===== config.mk =====
export PLATFORM = sky130hd
export DESIGN_NAME = pc_sequencer
export DESIGN_NICKNAME = d
export VERILOG_FILES = /design/src/rtl/pc_sequencer_pkg.sv /design/src/rtl/pc_sequencer_ras_stack.sv /design/src/rtl/pc_sequencer.sv
export SDC_FILE = /design/constraint.sdc
export NUM_CORES = 1
export LEC_CHECK = 0
export CAP_MARGIN = 20
export CORE_MARGIN = 10
export CORE_UTILIZATION = 51
export CTS_CLUSTER_DIAMETER = 50
export DETAILED_ROUTE_END_ITERATION = 8
export HOLD_SLACK_MARGIN = 0.05
export PLACE_DENSITY = 0.77
export SLEW_MARGIN = 40
export SYNTH_ARGS = -nofsm -noshare
export SYNTH_HDL_FRONTEND = slang
export SYNTH_SLANG_ARGS = --single-unit

===== constraint.sdc =====
create_clock -name clock -period 8.8 [get_ports clock]
set_clock_uncertainty 0.2 [all_clocks]
set_input_delay 1.76 -clock clock [delete_from_list [all_inputs] [get_ports clock]]
set_output_delay 1.76 -clock clock [all_outputs]
set_load 0.05 [all_outputs]

===== src/rtl/pc_sequencer_pkg.sv =====
// Shared types for the PC sequencer: PC width, sequencer states, redirect kinds
// and the next-PC priority resolver reused by hazard/control units.
package pc_sequencer_pkg;

  localparam int PC_WIDTH = 32;

  typedef logic [PC_WIDTH-1:0] pc_t;

  typedef enum logic [1:0] {
    ST_RUN,
    ST_STALLED,
    ST_HALTED
  } seq_state_t;

  typedef enum logic [2:0] {
    RD_NONE,
    RD_REG,
    RD_RET,
    RD_JUMP,
    RD_JAL,
    RD_BRANCH
  } redir_kind_t;

  typedef struct packed {
    redir_kind_t kind;
    pc_t         target;
  } redirect_t;

  // Priority: jr (ret pops only when the stack has something), then jump/jal,
  // then taken branch, else sequential. Orphan link/ret qualifiers fall through.
  function automatic redirect_t resolve(
    input logic jump_reg,
    input logic ret,
    input logic ras_empty,
    input pc_t  ras_top,
    input pc_t  reg_target,
    input logic jump,
    input logic link,
    input pc_t  jump_target,
    input logic branch_taken,
    input pc_t  branch_offset,
    input pc_t  pc_inc
  );
    redirect_t r;
    r.kind   = RD_NONE;
    r.target = pc_inc;
    if (jump_reg) begin
      if (ret && !ras_empty) begin
        r.kind   = RD_RET;
        r.target = ras_top;
      end else begin
        r.kind   = RD_REG;
        r.target = reg_target;
      end
    end else if (jump) begin
      r.kind   = link ? RD_JAL : RD_JUMP;
      r.target = jump_target;
    end else if (branch_taken) begin
      r.kind   = RD_BRANCH;
      r.target = pc_inc + branch_offset;
    end
    return r;
  endfunction

endpackage


===== src/rtl/pc_sequencer_ras_stack.sv =====
// Circular return-address stack; a push while full overwrites the oldest entry
// and sets a sticky overflow flag.
module ras_stack
  import pc_sequencer_pkg::*;
#(
  parameter int DEPTH = 4
) (
  input  logic clock,
  input  logic reset,
  input  logic push,
  input  logic pop,
  input  pc_t  push_data,
  output pc_t  top,
  output logic empty,
  output logic overflow
);

  localparam int PTR_W = $clog2(DEPTH);
  localparam int CNT_W = $clog2(DEPTH + 1);
  localparam logic [PTR_W-1:0] PTR_ONE  = PTR_W'(1);
  localparam logic [CNT_W-1:0] CNT_FULL = CNT_W'(DEPTH);

  pc_t [DEPTH-1:0]  mem;
  logic [PTR_W-1:0] ptr;
  logic [CNT_W-1:0] count;

  assign top   = mem[ptr];
  assign empty = (count == '0);

  always_ff @(posedge clock or posedge reset) begin
    if (reset) begin
      mem      <= '0;
      ptr      <= '0;
      count    <= '0;
      overflow <= 1'b0;
    end else if (push) begin
      // wrapping the pointer is what discards the oldest entry when full
      mem[ptr + PTR_ONE] <= push_data;
      ptr                <= ptr + PTR_ONE;
      if (count == CNT_FULL) overflow <= 1'b1;
      else                   count    <= count + CNT_W'(1);
    end else if (pop && !empty) begin
      ptr   <= ptr - PTR_ONE;
      count <= count - CNT_W'(1);
    end
  end

endmodule


===== src/rtl/pc_sequencer.sv =====
// Program counter owner: next-PC selection, stall-time pending redirect buffer,
// halt handling and the return-address stack for jal / jr-ra.
module pc_sequencer
  import pc_sequencer_pkg::*;
#(
  parameter logic [31:0] RESET_PC  = 32'd0,
  parameter int          RAS_DEPTH = 4
) (
  input  logic        clock,
  input  logic        reset,
  input  logic        halt,
  input  logic        stall,
  input  logic        jump,
  input  logic [31:0] jump_target,
  input  logic        link,
  input  logic        branch_taken,
  input  logic [31:0] branch_offset,
  input  logic        jump_reg,
  input  logic [31:0] reg_target,
  input  logic        ret,
  output logic [31:0] pc,
  output logic [31:0] link_addr,
  output logic        halted,
  output logic        ras_empty,
  output logic        ras_overflow
);

  seq_state_t state;
  redirect_t  live, pend, sel;
  logic       pend_vld;
  logic       advance, push, pop;
  pc_t        pc_inc, ras_top;

  assign pc_inc = pc + pc_t'(1);

  assign live = resolve(jump_reg, ret, ras_empty, ras_top, reg_target,
                        jump, link, jump_target, branch_taken, branch_offset, pc_inc);

  // A buffered redirect beats whatever is on the inputs in the release cycle.
  assign advance = (state != ST_HALTED) && !halt && !stall;
  assign sel     = pend_vld ? pend : live;
  assign push    = advance && (sel.kind == RD_JAL);
  assign pop     = advance && (sel.kind == RD_RET);

  ras_stack #(.DEPTH(RAS_DEPTH)) u_ras (
    .clock     (clock),
    .reset     (reset),
    .push      (push),
    .pop       (pop),
    .push_data (pc_inc),
    .top       (ras_top),
    .empty     (ras_empty),
    .overflow  (ras_overflow)
  );

  always_ff @(posedge clock or posedge reset) begin
    if (reset) begin
      state     <= ST_RUN;
      pc        <= RESET_PC;
      link_addr <= '0;
      halted    <= 1'b0;
      pend_vld  <= 1'b0;
      pend      <= '{kind: RD_NONE, target: '0};
    end else if (state == ST_HALTED) begin
      state <= ST_HALTED;
    end else if (halt) begin
      state    <= ST_HALTED;
      halted   <= 1'b1;
      pend_vld <= 1'b0;
      pend     <= '{kind: RD_NONE, target: '0};
    end else if (stall) begin
      // PC is held during a stall, so a captured RET target / JAL link stays valid
      state <= ST_STALLED;
      if (live.kind != RD_NONE) begin
        pend     <= live;
        pend_vld <= 1'b1;
      end
    end else begin
      state    <= ST_RUN;
      pend_vld <= 1'b0;
      pc       <= sel.target;
      if (sel.kind == RD_JAL) link_addr <= pc_inc;
    end
  end

endmodule


; After elaboration in Yosys (flattened, before gate mapping)
; Index checks and enable logic that the tools add are counted.
[totals]
reg_bits = 237
latchBits = 0
mem_bits_rw = 0
mem_bits_ro = 0
input_bits = 105
output_inout_bits = 67
wordCells = 80
mem_count = 0
[classes]
add_sub_neg = 6
multipliers = 0
n_div = 0
magnitude_cmp = 3
n_eq_ne = 7
shifts = 0
muxes = 25
bitwise_logic = 3
reduce_logical = 22
[op_table]
columns = op, count
row1 = $mux W35, 7
row2 = $bwmux W128, 1
row3 = $bmux W32 S2, 1
row4 = $demux W32 S2, 1
row5 = $mux W32, 2
row6 = $mux W34, 1
row7 = $add A32 B1 Y32 const B, 1
row8 = $add A32 B32 Y32, 1
row9 = $mux W3, 4
row10 = $mux W2, 4
row11 = $reduce_and A2 Y1, 4
row12 = $logic_and A1 B1 Y1, 7
row13 = $eq A3 B3 Y1 const B, 2
row14 = $lt A2 B3 Y1 const B, 2
row15 = $reduce_and A3 Y1, 2
row16 = $reduce_bool A2 Y1, 3
row17 = $mux W1, 4
row18 = $ne A2 B2 Y1 const B, 2
row19 = $reduce_and A4 Y1, 1
row20 = $add A3 B1 Y3 const B, 1
row21 = $eq A3 B2 Y1 const B, 1
row22 = $logic_not A1 Y1, 3
row23 = $logic_not A3 Y1, 1
row24 = $ne A3 B2 Y1 const B, 1
row25 = other kinds (7), 9

; Depth between registers and ports, before layout
[logic_depth]
word_depth = 11
ltp_mapped = 17
mapped_depth_nobuf = 16

; By module
; Synthesis repeated with hierarchy kept, for this count alone.
[hier_totals]
cells_unflattened = 1297
area_unflattened_um2 = 13868.3
[by_module_without_submodules]
columns = mod, n_inst, cells_each, area_each_um2, seq_area_each_um2
row1 = pc_sequencer, 1, 943, 7706.1, 2577.5
row2 = ras_stack, 1, 354, 6162.2, 3353.2

; Worst setup path before layout
; OpenSTA, ideal clock, no wires.
[synth_path]
path_kind = register to register
startpoint = register pc[0]
endpoint = register pc[31]
setup_ps = 124
arrival_ps = 4047
required_ps = 8476
setup_slack_ps = 4429
path_stages_with_launch = 18
path_buffers = 1
synth_period_minus_slack_ps = 4371
cell_sequence = dfrtp_1 > ha_1 > nand2_1 > nor4_2 > nand3_2 > nor2_1 > xnor2_1 > inv_2 > ha_1 > clkbuf_1 > a21oi_1 > o21ai_0 > or2_2 > nor3_1 > o31ai_1 > xnor2_1 > nor2_1 > o31a_1
[synth_between]
elab_chain_len = 6
[synth_rtl]
columns = element, line
row1 = start: declaration, pc_sequencer.sv:21  ; output logic [31:0] pc,
row2 = start signal: assignment, pc_sequencer.sv:81  ; pc <= sel.target;
row3 = $add A32 B1 Y32, pc_sequencer.sv:34  ; assign pc_inc = pc + pc_t'(1);
row4 = via pc_inc[22], pc_sequencer.sv:32  ; pc_t pc_inc, ras_top;
row5 = $add A32 B32 Y32, pc_sequencer_pkg.sv:60  ; r.target = pc_inc + branch_offset;
row6 = $mux W35, pc_sequencer_pkg.sv:58  ; end else if (branch_taken) begin
row7 = $mux W35, pc_sequencer_pkg.sv:55  ; end else if (jump) begin
row8 = $mux W35, pc_sequencer_pkg.sv:47  ; if (jump_reg) begin
row9 = $mux W35, pc_sequencer.sv:41  ; assign sel = pend_vld ? pend : live;
; The timed path passes the listed nets, and every way through them passes these cells.
; A chain may end at the register's enable or synchronous reset.

; Worst setup path in the final report
[layout_path]
startpoint = input port branch_taken
endpoint = register u_ras.mem[61] in the netlist's numbering
[layout_between]
elab_chain_len = 6
[layout_rtl]
columns = element, line
row1 = start: declaration, pc_sequencer.sv:16  ; input logic branch_taken,
row2 = $mux W35, pc_sequencer_pkg.sv:58
row3 = $mux W35, pc_sequencer_pkg.sv:55
row4 = $mux W35, pc_sequencer_pkg.sv:47
row5 = $mux W35, pc_sequencer.sv:41
row6 = $eq A3 B3 Y1, pc_sequencer.sv:42  ; assign push = advance && (sel.kind == RD_JAL);
row7 = $logic_and A1 B1 Y1, pc_sequencer.sv:42
row8 = end signal: indexed assignment, pc_sequencer_ras_stack.sv:38  ; mem[ptr + PTR_ONE] <= push_data;
row9 = end: declaration, pc_sequencer_ras_stack.sv:23  ; pc_t [DEPTH-1:0] mem;
; No other way between the ends.

==> flow_metrics.env <==
export IMPL_slew_limit_headroom_pct=41.6
export IMPL_cts_max_level=1
export IMPL_finalInstanceArea_sq_um=16500
export IMPL_finalWirelength_um=44100
export IMPL_synth_top_area_cell="dfrtp_1"
export IMPL_die_width_um=183
export IMPL_dr_pass1_iters=7
export IMPL_avgSynthCellArea_sq_um=9.03
export IMPL_synth_cells=1497
export IMPL_setup_viol=0
export IMPL_areaGrowthSynthToFinish_pct=21.9
export IMPL_grt_pass1_wl_um=69000
export IMPL_cts_sinks=237
export IMPL_io_pins=172
export IMPL_worst_pin_slew_ns=0.873
export IMPL_crit_type="primary input to register"
export IMPL_yosys_warnings=0
export IMPL_start_kind="primary input"
export IMPL_fp_dieH_um=183
export IMPL_drive_gt1_share_pct=10.2
export IMPL_hold_viol=0
export IMPL_cts_buffer_depth=3
export IMPL_antenna_found_initial=3
export IMPL_cts_resized=0
export IMPL_outcome="completed"
export IMPL_peakVddDrop_v=0.000187
export IMPL_grt_max_degree=92
export IMPL_synth_distinct_cells=78
export IMPL_cp_arrival_ns=5.63
export IMPL_port_buffers=171
export IMPL_grt_pass1_vias=12100
export IMPL_ys_flop_type="dfrtp_1"
export IMPL_vias=12200
export IMPL_viasPerCell=6.15
export IMPL_ant_nets=0
export IMPL_wl_per_cell_um=22.3
export IMPL_period_needed_ns=5.41
export IMPL_dp_hpwl_um=32200
export IMPL_clk_pin_slew_ns=0.06
export IMPL_clock_root_buffer="clkbuf_16"
export IMPL_initial_utilization_pct=51.9
export IMPL_maxCapViolCount=0
export IMPL_ys_ff_latch=237
export IMPL_synth_edf_count=0
export IMPL_slew_viol_final=0
export IMPL_cts_hold_fix_buffers=0
export IMPL_post_synth_top_count_cell="nand2_1"
export IMPL_period_share_pct=61.5
export IMPL_grt_usage_pct=25.7
export IMPL_gp_congestion=0.996
export IMPL_drc=0
export IMPL_synth_area_leaders="dfrtp_1, nand2_1, mux4_2"
export IMPL_critPathCaptureType="register"
export IMPL_p_per_area_nw_per_um2=211
export IMPL_setup_tns_ns=0
export IMPL_synth_commonest_cells="nand2_1, dfrtp_1, o21ai_1, a21oi_1, o21ai_0"
export IMPL_ys_seq_area_share_pct=43.9
export IMPL_clkLatencyLatePin_ns=0.54
export IMPL_cp_max_fo=69
export IMPL_grt_ovfl_total=0
export IMPL_fin_nets=1768
export IMPL_rsz0062_at_grt="no"
export IMPL_synth_nets=1644
export IMPL_rows=59
export IMPL_synth_top_area_share_pct=43.9
export IMPL_worst_ep_required_time_ns=9.02
export IMPL_netlist_area_sq_um=13500
export IMPL_die_area_sq_um=33400
export IMPL_cts_buffers=27
export IMPL_cts_tree="yes"
export IMPL_total_power_mw=3.47
export IMPL_min_path_type="register to register"
export IMPL_synthArstFlopShare_pct=100
export IMPL_cts_setup_buffers=0
export IMPL_dr_first_iter_drc_count=1363
export IMPL_dpl_cell_area_sq_um=15500
export IMPL_core_sq_um=26100
export IMPL_p_leak_nw=7.21
export IMPL_clock_fmax_mhz=185
[registers in the layout (all words and copies together), names as in the netlist]
register        cells
link_addr          32
u_ras.mem         128
halted              1
pend               35
state               2
u_ras.overflow      1
pc                 32
u_ras.count         3
pend_vld            1
u_ras.ptr           2
[area by class of cell]
type | count | area, sq um
Timing Repair Buffer | 187 | 1840
Clock inverter | 15 | 140
Antenna cell | 2 | 5.00
Sequential cell | 237 | 5940
Tap cell | 335 | 419
Inverter | 54 | 210
Fill cell | 2192 | 9590
Multi-Input combinational cell | 1114 | 7180
Clock buffer | 34 | 742
[worst max-delay path: stages]
cell,delay [ns]
clkdlybuf4s50_1,0.41
buf_4,0.27
nor2_2,0.44
nor3b_1,0.14
a211o_1,0.30
a21oi_1,0.25
and3_2,0.25
buf_4,0.58
nand2_2,0.48
buf_4,0.40
mux2_2,0.31
[where the power goes]
group | switching (mW) | internal (mW) | leakage (nW)
clock | 0.466 | 0.634 | 0.429
combinational | 0.719 | 0.387 | 3.55
sequential | 0.103 | 1.16 | 3.23
[layer usage]
metal / track usage [%] / routed length (um)
met1: 36.5 / 18800
met2: 39.7 / 20200
met3: 4.25 / 3710
met4: 8.07 / 1350
met5: 0 / 0
[cell usage in the layout (no fill, tap or decap), types with 6 or more instances in the layout]
| cell | count |
|---|---|
| buf_4 | 14 |
| nor3b_1 | 6 |
| and3_1 | 22 |
| a211oi_1 | 10 |
| mux2i_1 | 13 |
| a22o_1 | 10 |
| o21ai_0 | 85 |
| or3_1 | 11 |
| xor2_2 | 7 |
| a31oi_1 | 17 |
| clkdlybuf4s50_1 | 170 |
| mux4_2 | 32 |
| o211ai_1 | 12 |
| a21o_1 | 15 |
| nand3_1 | 40 |
| and2_1 | 8 |
| ha_1 | 40 |
| inv_2 | 8 |
| o31ai_1 | 6 |
| nor2_1 | 83 |
| nor3_1 | 13 |
| o21ai_1 | 125 |
| xor2_1 | 15 |
| xnor2_1 | 17 |
| clkbuf_16 | 27 |
| nand4_1 | 11 |
| dfrtp_1 | 235 |
| nand2_1 | 285 |
| o221ai_1 | 7 |
| a21oi_1 | 93 |
| nor2b_1 | 6 |
| inv_1 | 45 |
| xnor2_2 | 14 |
| mux2_2 | 8 |
| a221oi_1 | 7 |
| nand2b_1 | 10 |
[final timing paths]
| check | depth (start not counted) | startpoint | end | slack, ns |
|---|---|---|---|---|
| worst min-delay path | 1 | u_ras.overflow | u_ras.overflow | 0.27 |
| worst max-delay path | 11 | branch_taken | u_ras.mem[61] | 3.39 |
| min in group asynchronous | 2 | reset | u_ras.mem[10] | 1.52 |
| max in group asynchronous | 3 | reset | u_ras.ptr[0] | 5.59 |
| worst min register to register | 1 | u_ras.overflow | u_ras.overflow | 0.27 |
| worst max register to register | 15 | pc[0] | pc[28] | 3.59 |
[stage by stage]
| stage | std cells | hold WS (ns) | setup slack (ns) | util, % |
|---|---|---|---|---|
| after floorplan | 1497 | 0.241 | 0.337 | - |
| after global placement | 1927 | 0.245 | 2.89 | 59.2 |
| after detailed placement | 1927 | 0.245 | 2.88 | 59.4 |
| after CTS | 1976 | 0.262 | 3.38 | 62.8 |
| after global routing | 1978 | 0.282 | 3.12 | 63.2 |
| final | 1978 | 0.269 | 3.39 | 63.2 |
[logic make-up after synthesis]
logic type,synth area share [%]
simple gates,17.3
compound gates,19.6
flops,43.9
buf+inv,4.27
mux,7.32
xor+xnor,3.60
fa+ha+maj,4.00
Note: power is estimated with default switching activity, not from simulation.
